### src/rtl/alu_seq_ctrl.sv
// Multi-cycle command sequencer around a 32-bit combinational ALU with a local
// register file; iterates the single-bit ROR to give rotate-by-N.
module alu_seq_ctrl #(
    parameter int REG_AW = 3
) (
    input  logic              clk,
    input  logic              rst_n,
    input  logic              ld_en,
    input  logic [REG_AW-1:0] ld_addr,
    input  logic [31:0]       ld_data,
    input  logic              cmd_valid,
    output logic              cmd_ready,
    input  logic [3:0]        cmd_op,
    input  logic [REG_AW-1:0] cmd_rd,
    input  logic [REG_AW-1:0] cmd_rs1,
    input  logic [REG_AW-1:0] cmd_rs2,
    input  logic [4:0]        cmd_cnt,
    output logic              rsp_valid,
    input  logic              rsp_ready,
    output logic [31:0]       rsp_data,
    output logic              rsp_zero,
    output logic              rsp_err,
    output logic              busy,
    input  logic [REG_AW-1:0] dbg_addr,
    output logic [31:0]       dbg_data
);

    localparam int NREG = 1 << REG_AW;

    localparam logic [3:0] OP_ADD  = 4'b1010;
    localparam logic [3:0] OP_SUB  = 4'b1011;
    localparam logic [3:0] OP_OR   = 4'b0010;
    localparam logic [3:0] OP_AND  = 4'b1101;
    localparam logic [3:0] OP_NOT  = 4'b1110;
    localparam logic [3:0] OP_XOR  = 4'b0101;
    localparam logic [3:0] OP_XNOR = 4'b0110;
    localparam logic [3:0] OP_ROR  = 4'b0111;

    typedef enum logic [1:0] {IDLE, EXEC, RESP} state_e;

    state_e            state_q, state_d;
    logic [31:0]       a_q, a_d;
    logic [31:0]       b_q, b_d;
    logic [31:0]       res_q, res_d;
    logic [3:0]        op_q, op_d;
    logic [REG_AW-1:0] rd_q, rd_d;
    logic [4:0]        rem_q, rem_d;
    logic              err_q, err_d;
    logic [31:0]       rf_q [NREG];
    logic [31:0]       rf_d [NREG];

    logic [31:0]       alu_out;
    logic              alu_illegal;

    // Combinational ALU: ROR rotates right by exactly one bit.
    always_comb begin
        alu_out     = '0;
        alu_illegal = 1'b0;
        unique case (op_q)
            OP_ADD:  alu_out = a_q + b_q;
            OP_SUB:  alu_out = a_q - b_q;
            OP_OR:   alu_out = a_q | b_q;
            OP_AND:  alu_out = a_q & b_q;
            OP_NOT:  alu_out = ~a_q;
            OP_XOR:  alu_out = a_q ^ b_q;
            OP_XNOR: alu_out = ~(a_q ^ b_q);
            OP_ROR:  alu_out = {a_q[0], a_q[31:1]};
            default: alu_illegal = 1'b1;
        endcase
    end

    // NOTE: every _d gets its hold value first so no path can infer a latch.
    always_comb begin
        state_d = state_q;
        a_d     = a_q;
        b_d     = b_q;
        res_d   = res_q;
        op_d    = op_q;
        rd_d    = rd_q;
        rem_d   = rem_q;
        err_d   = err_q;
        rf_d    = rf_q;

        unique case (state_q)
            IDLE: begin
                if (ld_en) begin
                    rf_d[ld_addr] = ld_data;
                end else if (cmd_valid) begin
                    a_d     = rf_q[cmd_rs1];
                    b_d     = rf_q[cmd_rs2];
                    op_d    = cmd_op;
                    rd_d    = cmd_rd;
                    rem_d   = cmd_cnt;
                    state_d = EXEC;
                end
            end
            EXEC: begin
                if (alu_illegal) begin
                    res_d   = '0;
                    err_d   = 1'b1;
                    state_d = RESP;
                end else if (op_q == OP_ROR) begin
                    if (rem_q != 5'd0) begin
                        a_d   = alu_out;
                        rem_d = rem_q - 5'd1;
                    end else begin
                        res_d       = a_q;
                        rf_d[rd_q]  = a_q;
                        state_d     = RESP;
                    end
                end else begin
                    res_d      = alu_out;
                    rf_d[rd_q] = alu_out;
                    state_d    = RESP;
                end
            end
            RESP: begin
                if (rsp_ready) begin
                    err_d   = 1'b0;
                    state_d = IDLE;
                end
            end
            default: state_d = IDLE;
        endcase
    end

    // NOTE: the register file is reset along with the control state, so it is
    // built from resettable flops rather than an inferred RAM.
    always_ff @(posedge clk or negedge rst_n) begin
        if (!rst_n) begin
            state_q <= IDLE;
            a_q     <= '0;
            b_q     <= '0;
            res_q   <= '0;
            op_q    <= '0;
            rd_q    <= '0;
            rem_q   <= '0;
            err_q   <= 1'b0;
            for (int i = 0; i < NREG; i++) begin
                rf_q[i] <= '0;
            end
        end else begin
            // NOTE: non-blocking updates keep every flop sampling pre-edge values.
            state_q <= state_d;
            a_q     <= a_d;
            b_q     <= b_d;
            res_q   <= res_d;
            op_q    <= op_d;
            rd_q    <= rd_d;
            rem_q   <= rem_d;
            err_q   <= err_d;
            rf_q    <= rf_d;
        end
    end

    // Outputs decode straight from flops; only cmd_ready sees the load strobe.
    assign cmd_ready = (state_q == IDLE) && !ld_en;
    assign busy      = (state_q != IDLE);
    assign rsp_valid = (state_q == RESP);
    assign rsp_data  = res_q;
    assign rsp_zero  = (state_q == RESP) && (res_q == 32'd0);
    assign rsp_err   = err_q;
    assign dbg_data  = rf_q[dbg_addr];

endmodule

### config.mk
export PLATFORM = sky130hd
export DESIGN_NAME = alu_seq_ctrl
export DESIGN_NICKNAME = d
export VERILOG_FILES = /design/src/rtl/alu_seq_ctrl.sv
export SDC_FILE = /design/constraint.sdc
export NUM_CORES = 1
export LEC_CHECK = 0
export CAP_MARGIN = 20
export CORE_MARGIN = 8
export CORE_UTILIZATION = 35
export DETAILED_ROUTE_END_ITERATION = 10
export GPL_TIMING_DRIVEN = 0
export RECOVER_POWER = 100
export REMOVE_ABC_BUFFERS = 1
export SLEW_MARGIN = 15
export SYNTH_ARGS = -nofsm -noshare
export SYNTH_HDL_FRONTEND = slang
export SYNTH_SLANG_ARGS = --single-unit
### constraint.sdc
create_clock -name clk -period 11.8 [get_ports clk]
set_input_delay 2.36 -clock clk [delete_from_list [all_inputs] [get_ports clk]]
set_output_delay 2.36 -clock clk [all_outputs]
set_load 0.01 [all_outputs]
* Yosys cells after proc, flatten, opt, wreduce, memory -nomap -nowiden *
Cells that the tools add are included.

storage, ports and cells
  register bits after elaboration = 367
  output and inout bits = 69
  input bits = 61

operators by class
  equality and inequality tests = 21
  reductions and logical operators = 18
  bitwise operators = 11
  add/sub/neg operators = 3
  multiplexer cells = 47
  $lt $le $gt $ge = 7

operators with widths
  kind                count
  $mux 256            4
  $bwmux 256          3
  $mux 32             16
  $pmux 256 s2        1
  $bmux 32 s3         3
  $pmux 32 s8         1
  $demux 32 s3        2
  $not 32->32         2
  $pmux 32 s2         1
  $add 32x32->32      1
  $and 32x32->32      1
  $logic_not 32->1    1
  $or 32x32->32       1
  $sub 32x32->32      1
  $xor 32x32->32      1
  $mux 5              5
  $ge 4x4->1 const B  5
  $not 3->4           5
  $eq 4x4->1 const B  4
  $ne 2x2->1 const B  7
  $eq 4x3->1 const B  3
  $mux 2              6
  $pmux 5 s2          1
  $lt 4x1->1 const B  2
  other kinds (21)    30

* Logic depth before layout (Yosys ltp) *
  depth in word-level cells = 10
  depth in mapped cells = 20
  gate-level depth less buffers = 19

* Worst setup path after synthesis *
OpenSTA, ideal clock, no wires.

  path type = input to output
  start = in dbg_addr[0]
  end = out dbg_data[0]
  arrival = 4,126 ps
  cell stages on the path = 4
  slack = 5,314 ps
  required time = 9,440 ps
  cell sequence = clkbuf_1 buf_1 mux4_2 mux2_2

between the ends
  word-level cells in the longest chain between the ends = 4

RTL lines
  item                                         line  text
  start, declared                              24    input logic [REG_AW-1:0] dbg_addr,
  $not 3->4 (not written as such)              163   assign dbg_data = rf_q[dbg_addr];
  $bmux 32 s3                                  163
  $mux 32 (not written as such) (2 in series)  163
  end, declared                                25    output logic [31:0] dbg_data

Every way passes these cells. The select of a mux whose other input is x is not followed.

* Worst setup path after layout *
  start = in ld_en
  end = reg rf_q[223] in the netlist's numbering

between the ends
  word-level cells in the longest chain between the ends = 2

RTL lines
  item                               line  text
  start, declared                    8     input logic ld_en,
  $ne 2x2->1 (no source line)        -
  $reduce_and 4->1 (no source line)  -
  end signal, assigned               152   rf_q <= rf_d;
  end, declared                      49    logic [31:0] rf_q [NREG];

Every way passes these cells.
A chain may end at the register's enable or synchronous reset.

==> metrics.cfg <==
[run_status]
result_of_the_run=finished with violations
violations=max-capacitance violations, max-slew violations

[logic_synthesis]
synth-seq-cells=367
yosys.cell_types.count=85
async_flop_share_pct=100
yosysWarnings=0
netlist_instances=2722
mean_instance_size_in_the_synthesized_netlist_um2=9.80
synth-edff-count=0
synthFlopType=sky130_fd_sc_hd__dfrtp_1
synth.yosys.seq_area_share_pct=34.4
syn-cell-area_um2=26700

[power]
static-leakage-power_nw=12.2
p_seq_share_pct=28.5
worst_ir_drop_vdd_mv=0.118
power.share.switching_pct=48.3
totalPowerFinal_mw=9.04
power.share.clock_pct=15.4
cell_internal_pwr_mw=4.67
total_switching_power_mw=4.37
power.combinational.fraction_pct=56.2
power.density_cell_area_nw_per_um2=295

[die]
std_cell_rows=101
num_io_pins=130
design.die.area_um2=85300
die_outline_width_um=292
initial_utilization_pct=35.2
core_area_um2=75700
die_y_um=292

[critical_path]
crit_slowest_cell=sky130_fd_sc_hd__nor2_1
crit_path_cells=dlygate4sd3_1 > nor2b_1 > a31oi_1 > nor2_1 > clkbuf_1 > clkbuf_1 > buf_12 > o21ai_0 > clkbuf_1 > clkbuf_1 > nor3_1 > a21oi_1 > o41ai_1
crit_top_cell=sky130_fd_sc_hd__clkbuf_1
timing.critical_path.slowest_cell_delay_ns=1.52
worst-setup-path-type=in -> reg
worstSetupStartpointType=primary input
critPathCaptureType=flip-flop
cp_num_buf_inv=6
worst-endpoint-required_ns=12.27
critical-path-top-delay-family=buffers and inverters
critPathArrivalTime_ns=9.35
critical_path_peak_fanout=22

[global_routing]
grt_start_max_net_pins=91
grt_overflow_total=0
vias_in_the_first_global_route=25000
first_pass_grt_wire_length_mm=166
grt_use_total_pct=25.6
grt_antenna_before_repair=7

[route]
post-route-drc-count=0
ant_nets=0
drt_iter0_markers=3563
detail_route.wl_per_cell_um=30.3
dr.pass1.iters=6
postRouteWirelength_mm=113
vias=25400
vias_per_cell=6.77

[timing]
final_critical_path_setup_slack_ns=2.92
slew_viol_final=640
worst_slew_margin_rel_pct=-198
post-route-period-util_pct=75.3
finalHoldWorstSlack_ns=0.515
fin_setup_tns_ns=0
grt_setup_unrepaired=no
worst_slew_pin_slew_ns=4.47
worst_clock_skew_ns=0.0178
layout_min_cycle_time_ns=8.88
hold_viol_final=0
finalSetupViolCount=0
fmaxAchievable_ghz=0.113

[placed_design]
dp_cells=3657
place_worst_setup_slack_ns=4.90
rd_place_congestion=0.908
place_area_um2=29900
buffer_ports.inserted=129
post-dp-hpwl_mm=78.1

[clock_tree]
clk_latency_ns=0.59
ctsLongestPathBuffers=3
cts_root_buf=sky130_fd_sc_hd__clkbuf_16
holdBufCountCts=0
h_tree_depth=2
cts_resized=0
cts-buffers-inserted=43
tritoncts=done
path_clk_slew_ns=0.06
postCtsSetupBuffers=0
clock-sinks=367

[final_layout]
fillerInstances=7272
stdcell_area_um2=30600
layout_area_growth_over_synthesis_pct=14.7
share_of_post_route_cells_with_drive_strength_above_1_pct=14.1
finish.net_count=2892
finalCoreUtilization_pct=40.4
instances_no_fill=3747

[flow_run]
timing.max_cap.violations=25

[hold_path]
min_path_type=reg -> reg

## Yosys cell counts (27+ instances only)
master | instances | area, um^2
sky130_fd_sc_hd__nand2_1 | 217 | 815
sky130_fd_sc_hd__mux2_2 | 50 | 563
sky130_fd_sc_hd__o21ai_0 | 224 | 1120
sky130_fd_sc_hd__o221ai_1 | 42 | 368
sky130_fd_sc_hd__xnor2_1 | 40 | 350
sky130_fd_sc_hd__a32oi_1 | 46 | 403
sky130_fd_sc_hd__clkbuf_1 | 174 | 653
sky130_fd_sc_hd__o22ai_1 | 51 | 319
sky130_fd_sc_hd__dfrtp_1 | 367 | 9180
sky130_fd_sc_hd__o31ai_1 | 36 | 270
sky130_fd_sc_hd__ha_1 | 97 | 1210
sky130_fd_sc_hd__o21a_1 | 39 | 293
sky130_fd_sc_hd__nor2_1 | 170 | 638
sky130_fd_sc_hd__a22oi_1 | 30 | 225
sky130_fd_sc_hd__o21ai_1 | 101 | 505
sky130_fd_sc_hd__nand3_1 | 31 | 155
sky130_fd_sc_hd__o211ai_1 | 27 | 203
sky130_fd_sc_hd__buf_1 | 47 | 176
sky130_fd_sc_hd__mux2i_1 | 75 | 751
sky130_fd_sc_hd__inv_1 | 82 | 308
sky130_fd_sc_hd__mux4_2 | 192 | 4320
sky130_fd_sc_hd__nor3_1 | 82 | 410
sky130_fd_sc_hd__a21oi_1 | 200 | 1000
## layer usage
metal | GRT usage [%] | share of wire (%) | wire length [um]
met1 | 31.8 | 37 | 41400
met2 | 40.3 | 46 | 51700
met3 | 6.62 | 11 | 13000
met4 | 14.7 | 6.3 | 7180
met5 | 0 | 0.012 | 14
## kinds of logic after synthesis
| group | count (synthesis) | share of synthesized area (%) |
|---|---|---|
| fa+ha+maj | 98 | 4.62 |
| buf+inv | 328 | 4.89 |
| compound gates | 962 | 23.1 |
| flops | 367 | 34.4 |
| simple gates | 603 | 10.3 |
| xor+xnor | 46 | 1.54 |
| mux | 318 | 21.2 |
## layout by cell type, fill, tap and decap left out, types with 14 or more instances in the layout
cell type / instances
sky130_fd_sc_hd__dfrtp_1: 367
sky130_fd_sc_hd__o21ai_0: 303
sky130_fd_sc_hd__nand2_1: 215
sky130_fd_sc_hd__a21oi_1: 201
sky130_fd_sc_hd__mux4_2: 192
sky130_fd_sc_hd__nor2_1: 168
sky130_fd_sc_hd__ha_1: 97
sky130_fd_sc_hd__inv_1: 82
sky130_fd_sc_hd__nor3_1: 81
sky130_fd_sc_hd__mux2i_1: 76
sky130_fd_sc_hd__dlygate4sd3_1: 70
sky130_fd_sc_hd__o22ai_1: 51
sky130_fd_sc_hd__clkdlybuf4s50_1: 49
sky130_fd_sc_hd__clkbuf_1: 48
sky130_fd_sc_hd__mux2_2: 46
sky130_fd_sc_hd__a32oi_1: 46
sky130_fd_sc_hd__clkbuf_16: 44
sky130_fd_sc_hd__o221ai_1: 42
sky130_fd_sc_hd__xnor2_1: 40
sky130_fd_sc_hd__o21a_1: 39
sky130_fd_sc_hd__o31ai_1: 35
sky130_fd_sc_hd__a22oi_1: 30
sky130_fd_sc_hd__nand3_1: 28
sky130_fd_sc_hd__o211ai_1: 27
sky130_fd_sc_hd__o21ai_1: 22
sky130_fd_sc_hd__o41ai_1: 20
sky130_fd_sc_hd__o22a_1: 20
sky130_fd_sc_hd__a221o_1: 20
sky130_fd_sc_hd__a211oi_1: 16
sky130_fd_sc_hd__a221oi_1: 16
sky130_fd_sc_hd__a31oi_1: 15
sky130_fd_sc_hd__nand4_1: 14
## worst paths after layout
check                                        start                      end  slack (ns)  depth (start not counted)
min in group asynchronous                    rst_n       a_q[3]$_DFFE_PN0P_        3.12                          1
min reg2reg                rsp_data[2]$_DFFE_PN0P_  rsp_data[2]$_DFFE_PN0P_        0.51                          2
max                                          ld_en    rf_q[223]$_DFFE_PN0P_        2.92                         13
max in group asynchronous                    rst_n     rf_q[83]$_DFFE_PN0P_        3.77                          3
min                        rsp_data[2]$_DFFE_PN0P_  rsp_data[2]$_DFFE_PN0P_        0.51                          2
max reg2reg                    op_q[3]$_DFFE_PN0P_    rf_q[223]$_DFFE_PN0P_        3.77                         14
## area by class of cell
cell class | instances | area [um^2] | area share, %
Tap cell | 978 | 1220 | 4.00
Clock buffer | 61 | 1250 | 4.10
Antenna cell | 4 | 10.0 | 0.0327
Inverter | 82 | 308 | 1.01
Sequential cell | 367 | 9180 | 30.0
Multi-Input combinational cell | 2027 | 16300 | 53.1
Clock inverter | 16 | 179 | 0.585
Timing Repair Buffer | 212 | 2180 | 7.14
## power by group through the flow
stage	logic, mW	registers, mW	clock network (mW)
CTS	5.09	2.53	1.40
global route	5.44	2.64	1.45
detailed placement	5.07	2.54	0
floorplan	3.24	2.30	0
global placement	4.84	2.47	0
finish	5.08	2.57	1.39
## worst register-to-register path: cells and delay by family, from the launching register on
kind	cells	cell delay (ns)
buffers and inverters	5	3.34
AND/OR/NAND/NOR	4	2.53
AO/OA/AOI/OAI	5	1.51
flip-flops	1	0.55
## flip-flops by register name, indices dropped and copies added (netlist names)
name,count
rsp_err,1
rsp_data,32
rf_q,256
rem_q,5
state_q,2
op_q,4
rd_q,3
a_q,32
b_q,32
No activity file was read; power rests on OpenSTA's default activity.
